$ cat src/rtl/key_load_pkg.sv
// key_load_pkg: shared types and helpers for the key delivery controller.
//   state_t  - controller FSM states
//   KEY_HDR  - frame header byte
//   nb()     - number of key bytes for a given key width
//   csum_upd - one step of the frame checksum
package key_load_pkg;

   typedef enum logic [2:0] {
      StIdle    = 3'd0,
      StLoad    = 3'd1,
      StCheck   = 3'd2,
      StCommit  = 3'd3,
      StLockout = 3'd4
   } state_t;

   localparam logic [7:0] KEY_HDR = 8'hA5;

   function automatic int unsigned nb(input int unsigned key_w);
      return (key_w + 7) / 8;
   endfunction

   function automatic logic [7:0] csum_upd(input logic [7:0] acc, input logic [7:0] b);
      return acc ^ b;
   endfunction

endpackage

$ cat src/rtl/key_shadow_reg.sv
// key_shadow_reg: byte-addressed staging register for an incoming key frame.
//   clk, rst_n   - clock, synchronous active-low reset
//   clr_i        - discard contents (new frame or failed frame)
//   wr_i, idx_i  - write data_i into byte slot idx_i
//   key_o        - staged key bits [KEY_W-1:0]
//   csum_o       - running XOR of all bytes written since clear
//   pad_ok_o     - padding bits above KEY_W are all zero
module key_shadow_reg
   import key_load_pkg::*;
#(
   parameter int unsigned KEY_W = 53,
   localparam int unsigned NB = nb(KEY_W),
   localparam int unsigned IW = (NB > 1) ? $clog2(NB) : 1
) (
   input  logic             clk,
   input  logic             rst_n,
   input  logic             clr_i,
   input  logic             wr_i,
   input  logic [IW-1:0]    idx_i,
   input  logic [7:0]       data_i,
   output logic [KEY_W-1:0] key_o,
   output logic [7:0]       csum_o,
   output logic             pad_ok_o
);

   logic [NB*8-1:0] shadow_q, shadow_d;
   logic [7:0]      csum_q, csum_d;

   always_comb begin
      shadow_d = shadow_q;
      csum_d   = csum_q;
      if (clr_i) begin
         shadow_d = '0;
         csum_d   = '0;
      end else if (wr_i) begin
         shadow_d[{idx_i, 3'b000} +: 8] = data_i;
         csum_d = csum_upd(csum_q, data_i);
      end
   end

   always_ff @(posedge clk) begin
      if (!rst_n) begin
         shadow_q <= '0;
         csum_q   <= '0;
      end else begin
         shadow_q <= shadow_d;
         csum_q   <= csum_d;
      end
   end

   assign key_o    = shadow_q[KEY_W-1:0];
   assign csum_o   = csum_q;
   assign pad_ok_o = ((shadow_q >> KEY_W) == '0);

endmodule

$ cat src/rtl/key_load_ctrl.sv
// key_load_ctrl: receives framed key bytes over valid/ready, validates header,
// padding and checksum, then commits the key atomically onto key_out.
//   clk, rst_n  - clock, synchronous active-low reset
//   s_data/s_valid/s_ready - byte stream input
//   key_out     - committed key (drives keyinput<i> of the locked netlist)
//   key_loaded  - key_out holds a checked key
//   frame_err   - one-cycle pulse per rejected frame
//   locked_out  - sticky lockout after MAX_FAIL consecutive failures
module key_load_ctrl
   import key_load_pkg::*;
#(
   parameter int unsigned     KEY_W     = 53,
   parameter int unsigned     MAX_FAIL  = 3,
   parameter int unsigned     GAP_MAX   = 255,
   parameter logic [KEY_W-1:0] RESET_KEY = '0
) (
   input  logic             clk,
   input  logic             rst_n,
   input  logic [7:0]       s_data,
   input  logic             s_valid,
   output logic             s_ready,
   output logic [KEY_W-1:0] key_out,
   output logic             key_loaded,
   output logic             frame_err,
   output logic             locked_out
);

   localparam int unsigned NBYTES = nb(KEY_W);
   localparam int unsigned CW = (NBYTES > 1) ? $clog2(NBYTES) : 1;
   localparam int unsigned FW = $clog2(MAX_FAIL + 1);
   localparam int unsigned GW = $clog2(GAP_MAX + 1);

   state_t           state_q, state_d;
   logic [CW-1:0]    cnt_q, cnt_d;
   logic [GW-1:0]    gap_q, gap_d;
   logic [FW-1:0]    fail_q, fail_d, fail_inc;
   logic [KEY_W-1:0] key_q, key_d;
   logic             loaded_q, loaded_d;
   logic             err_q, err_d;
   logic             lock_q, lock_d;
   logic             ready_q, ready_d;

   logic             xfer, frame_fail, sh_clr, sh_wr, pad_ok;
   logic [KEY_W-1:0] sh_key;
   logic [7:0]       sh_csum;

   key_shadow_reg #(
      .KEY_W(KEY_W)
   ) u_shadow (
      .clk     (clk),
      .rst_n   (rst_n),
      .clr_i   (sh_clr),
      .wr_i    (sh_wr),
      .idx_i   (cnt_q),
      .data_i  (s_data),
      .key_o   (sh_key),
      .csum_o  (sh_csum),
      .pad_ok_o(pad_ok)
   );

   assign xfer     = s_valid && ready_q;
   assign fail_inc = (fail_q == FW'(MAX_FAIL)) ? fail_q : fail_q + 1'b1;

   always_comb begin
      state_d    = state_q;
      cnt_d      = cnt_q;
      gap_d      = gap_q;
      fail_d     = fail_q;
      key_d      = key_q;
      loaded_d   = loaded_q;
      err_d      = 1'b0;
      lock_d     = lock_q;
      sh_clr     = 1'b0;
      sh_wr      = 1'b0;
      frame_fail = 1'b0;

      unique case (state_q)
         StIdle: begin
            // Non-header bytes are dropped without counting as failures.
            if (xfer && (s_data == KEY_HDR)) begin
               state_d = StLoad;
               cnt_d   = '0;
               gap_d   = '0;
               sh_clr  = 1'b1;
            end
         end
         StLoad, StCheck: begin
            if (xfer) begin
               gap_d = '0;
               if (state_q == StLoad) begin
                  sh_wr = 1'b1;
                  if (cnt_q == CW'(NBYTES - 1)) state_d = StCheck;
                  else                         cnt_d   = cnt_q + 1'b1;
               end else if ((s_data == sh_csum) && pad_ok) begin
                  state_d = StCommit;
               end else begin
                  frame_fail = 1'b1;
               end
            end else if (gap_q == GW'(GAP_MAX - 1)) begin
               frame_fail = 1'b1;
            end else begin
               gap_d = gap_q + 1'b1;
            end
         end
         StCommit: begin
            key_d    = sh_key;
            loaded_d = 1'b1;
            fail_d   = '0;
            state_d  = StIdle;
         end
         StLockout: begin
            key_d    = RESET_KEY;
            loaded_d = 1'b0;
         end
         default: state_d = StIdle;
      endcase

      if (frame_fail) begin
         err_d  = 1'b1;
         sh_clr = 1'b1;
         gap_d  = '0;
         cnt_d  = '0;
         fail_d = fail_inc;
         if (fail_inc >= FW'(MAX_FAIL)) begin
            state_d  = StLockout;
            lock_d   = 1'b1;
            key_d    = RESET_KEY;
            loaded_d = 1'b0;
         end else begin
            state_d = StIdle;
         end
      end

      // Registered ready: a pure function of the upcoming state.
      ready_d = (state_d == StIdle) || (state_d == StLoad) || (state_d == StCheck);
   end

   always_ff @(posedge clk) begin
      if (!rst_n) begin
         state_q  <= StIdle;
         cnt_q    <= '0;
         gap_q    <= '0;
         fail_q   <= '0;
         key_q    <= RESET_KEY;
         loaded_q <= 1'b0;
         err_q    <= 1'b0;
         lock_q   <= 1'b0;
         ready_q  <= 1'b0;
      end else begin
         state_q  <= state_d;
         cnt_q    <= cnt_d;
         gap_q    <= gap_d;
         fail_q   <= fail_d;
         key_q    <= key_d;
         loaded_q <= loaded_d;
         err_q    <= err_d;
         lock_q   <= lock_d;
         ready_q  <= ready_d;
      end
   end

   assign s_ready    = ready_q;
   assign key_out    = key_q;
   assign key_loaded = loaded_q;
   assign frame_err  = err_q;
   assign locked_out = lock_q;

endmodule
$ cat config.mk
export PLATFORM = sky130hd
export DESIGN_NAME = key_load_ctrl
export DESIGN_NICKNAME = d
export VERILOG_FILES = /design/src/rtl/key_load_pkg.sv /design/src/rtl/key_shadow_reg.sv /design/src/rtl/key_load_ctrl.sv
export SDC_FILE = /design/constraint.sdc
export NUM_CORES = 1
export LEC_CHECK = 0
export CORE_MARGIN = 5
export CORE_UTILIZATION = 49
export CTS_CLUSTER_DIAMETER = 60
export DETAILED_ROUTE_END_ITERATION = 16
export PLACE_DENSITY_LB_ADDON = 0.25
export SLEW_MARGIN = 0
export SYNTH_ARGS = -nofsm -noshare
export SYNTH_HDL_FRONTEND = slang
export SYNTH_SLANG_ARGS = --single-unit
$ cat constraint.sdc
create_clock -name clk -period 2.9 [get_ports clk]
set_input_delay 0.29 -clock clk [delete_from_list [all_inputs] [get_ports clk]]
set_output_delay 0.29 -clock clk [all_outputs]
set_load 0.02 [all_outputs]
==> results.md <==
- CTS tree: yes
- Max incr delay on CP: 470 ps
- Hold slack: approximately 460 ps
- Clk_skew: 5.78 ps
- Num CTS Buffers: 17
- Post-CTS Resized: 0
- Synth async-reset ratio: 0
- Worst-case clock buffer depth: 2
- Number of synthesized flops with an enable pin: 0
- Drt via density: 5.56
- Slew HR: 0.427
- Hold path depth: 2
- Critical path capture point type: flip-flop
- Core ar.: 10800 um^2
- 1st-iter DRT viols: 336
- Initial Util: 0.500
- H-Tree Depth: 4
- Synthesized area per cell: 9.13 um^2
- Cell Rows: 38
- Cell Area, Synth: 5420 um^2
- Setup Viol. Count Final: 0
- P&R area growth vs syn: 28.0%
- Total global-route track usage: 0.216
- First-pass iteration count of the detailed router: 5
- FF-to-FF setup slack: 430 ps
- Post-cts hold buffer count: 0
- Gp weighted congestion: just under 0.9
- Detail Placement HPWL: 8940 um
- Fin. max-slew vios: 0
- Antenna cells: 0
- Fin crit share: 0.853
- Register area share after synthesis: 0.506
- Remaining Overflow, GRT: 0
- Max_cap viols: 0
- Largest net degree at the start of global routing: 67
- Top cells by area, synth: dfxtp_1, a22oi_1, nor2_1, mux2i_1, nand2_1
- Post-synthesis cell count: just under 600
- Leakage: 2.63 nW
- Synth Register Bits: 137
- Hold EP: u_shadow.shadow_q[43]
- Top cell type's share of synthesized area: 0.506
- Fmax: 0.404 GHz
- Mapped Nets: 611
- Final hold violations: 0
- Final core occ: 0.639
- Clock Latency Late Sink: 540 ps
- Hold path startpoint: u_shadow.shadow_q[43]
- CTS sink cnt: 137
- Routed vias: 4524
- Final ANT Viol Nets: 0
- Worst EP required: ~3400 ps
- Main flop type after synthesis: dfxtp_1
- Post-DR wirelength/cell: 16.6 um
- WS Path Type: flip-flop to flip-flop
- Vias in the first global route: between 4000 and 5000
- Worst reg2reg path endpoint: gap_q[5]
- Initial antenna violation count: 0
- Slew at the pin closest to its max-slew limit: ~860 ps
- CTS clock-pin slew for the worst setup and hold paths: roughly 60 ps
- Pwr Density: ~630 nW/um^2
- Cells after DPL: a little under 800
- Crit-path cells: nor4bb_1 > buf_4 > or4b_4 > o21a_2 > or4_1 > a211oi_1
- Share of cells above drive strength 1: 0.0994
- Crit-path slowest cell: or4b_4
- Die area: roughly 13000 um^2
- Port-buffer cells: 67
- Final Instance Count excl. Fillers: around 810
- Count leader, synth: dfxtp_1
- RSZ-0062 raised after global routing: no
- Fin crit period: around 2500 ps
- Maximum fanout along the worst path: 14
- Distinct cells, synth: 48
- Critical Path Source Type: flip-flop
- Die width: approximately 120 um
- Synth top cells by count: dfxtp_1, nor2_1, a22oi_1, nand2_1, mux2i_1
- Root Buffer Master: clkbuf_8
- Layout Nets: 679
- Worst r2r path cells: 6
- Final WL: 13500 um
- Setup TNS: 0 ps
- Yosys top cell by area: dfxtp_1
- Status: finished clean
- Io pins: just under 70
- Number of remaining DRC errors: 0
- Worst vdd ir: 0.409 mV
- Die Y: roughly 120 um
- Setup bufs post-CTS: 0
- RR Startpoint: state_q[2]
- Hold WC Path Type: flip-flop to flip-flop
- Syn. warnings: 0
- Critical path data arrival time: ~2900 ps
- First-pass GRT wire length: 22500 um
## power by group
group / leakage [nW] / internal [mW] / switching, mW / total (mW)
Clock: 0.312 / 1.51 / 0.832 / 2.34
Combinational: 1.22 / 0.0368 / 0.0719 / 0.109
Sequential: 1.10 / 1.88 / 0.000955 / 1.88
## per-stage QoR
| step | instance area, um^2 | worst slack, ps | power, mW |
|---|---|---|---|
| after floorplan | 5420 | 483 | 1.98 |
| after global placement | 6280 | 101 | 2.03 |
| after detailed placement | 6280 | 72.8 | 2.03 |
| after CTS | 6930 | 443 | 4.38 |
| after global routing | 6930 | 248 | 4.47 |
| final | 6930 | 426 | 4.34 |
## worst max-delay path, delay by kind of cell (launching register included)
family	cells	cell delay, ps
and+or+nand+nor	3	1300
AOI/OAI and AO/OA	2	460
DFF	1	430
buffers and inverters	1	200
## placed cells by master (no fill, tap or decap), types with 2 or more instances in the layout
| master | n |
|---|---|
| nand2b_1 | 2 |
| nand4_1 | 12 |
| nand4b_1 | 2 |
| o21a_1 | 3 |
| mux2i_1 | 33 |
| nor2_1 | 101 |
| nand2_1 | 50 |
| and2_1 | 12 |
| xnor2_1 | 11 |
| a211oi_1 | 6 |
| nand3_1 | 23 |
| clkbuf_16 | 16 |
| or3_1 | 5 |
| or4b_4 | 2 |
| clkinv_4 | 2 |
| nor3b_1 | 4 |
| a21oi_1 | 29 |
| clkbuf_8 | 2 |
| o21ai_0 | 8 |
| xor2_1 | 8 |
| clkinv_2 | 2 |
| dfxtp_1 | 137 |
| bufinv_16 | 5 |
| a22oi_1 | 53 |
| nor3_1 | 10 |
| nor2_4 | 2 |
| or4_1 | 2 |
| o31ai_1 | 5 |
| inv_1 | 6 |
| buf_4 | 21 |
| clkinvlp_4 | 2 |
| inv_6 | 3 |
| nor4_1 | 2 |
| clkdlybuf4s50_1 | 67 |
| ha_1 | 7 |
## metal layers
layer | vias up | global-route usage | share of wire | routed length [um]
met1 | 2134 | 0.270 | 0.45 | 6150
met2 | 128 | 0.348 | 0.48 | 6430
met3 | 28 | 0.0632 | 0.046 | 627
met5 | - | 0 | 0 | 0
met4 | 0 | 0.0884 | 0.023 | 310
li1 | 2234 | - | - | -
## flip-flops by register name (all words and copies together), names as in the netlist
| name | count |
|---|---|
| u_shadow.csum_o | 8 |
| key_loaded | 1 |
| s_ready | 1 |
| state_q | 3 |
| frame_err | 1 |
| key_out | 53 |
| u_shadow.shadow_q | 56 |
| fail_q | 2 |
| locked_out | 1 |
| gap_q | 8 |
| cnt_q | 3 |
## final cells by class
type,count,area [um^2]
inverters,6,22.5
repair buffers,89,848
well taps,140,175
fillers,891,3910
multi-input cells,410,2490
clock buffers,18,428
clock inverters,14,219
flip-flops and latches,137,2740
## how the worst max path moves through the flow
stage          cells past startpoint                    end       start  slack [ps]
3_5_place_dp                       6               gap_q[5]   s_data[4]          70
5_1_grt                            6               gap_q[5]  state_q[2]         250
4_1_cts                            6               gap_q[5]  state_q[2]         440
6_report                           6               gap_q[5]  state_q[2]         430
3_3_place_gp                       6               gap_q[5]   s_data[4]         100
2_1_floorplan                      7  u_shadow.shadow_q[48]    cnt_q[0]         480
## logic make-up after synthesis
kind of cell | Yosys count | synth area share
compound gates | 112 | 0.140
xor+xnor | 19 | 0.0307
fa+ha+maj | 7 | 0.0162
buf+inv | 46 | 0.0374
flops | 137 | 0.506
mux | 33 | 0.0610
simple gates | 239 | 0.208
Note: power is estimated with default switching activity, not from simulation.
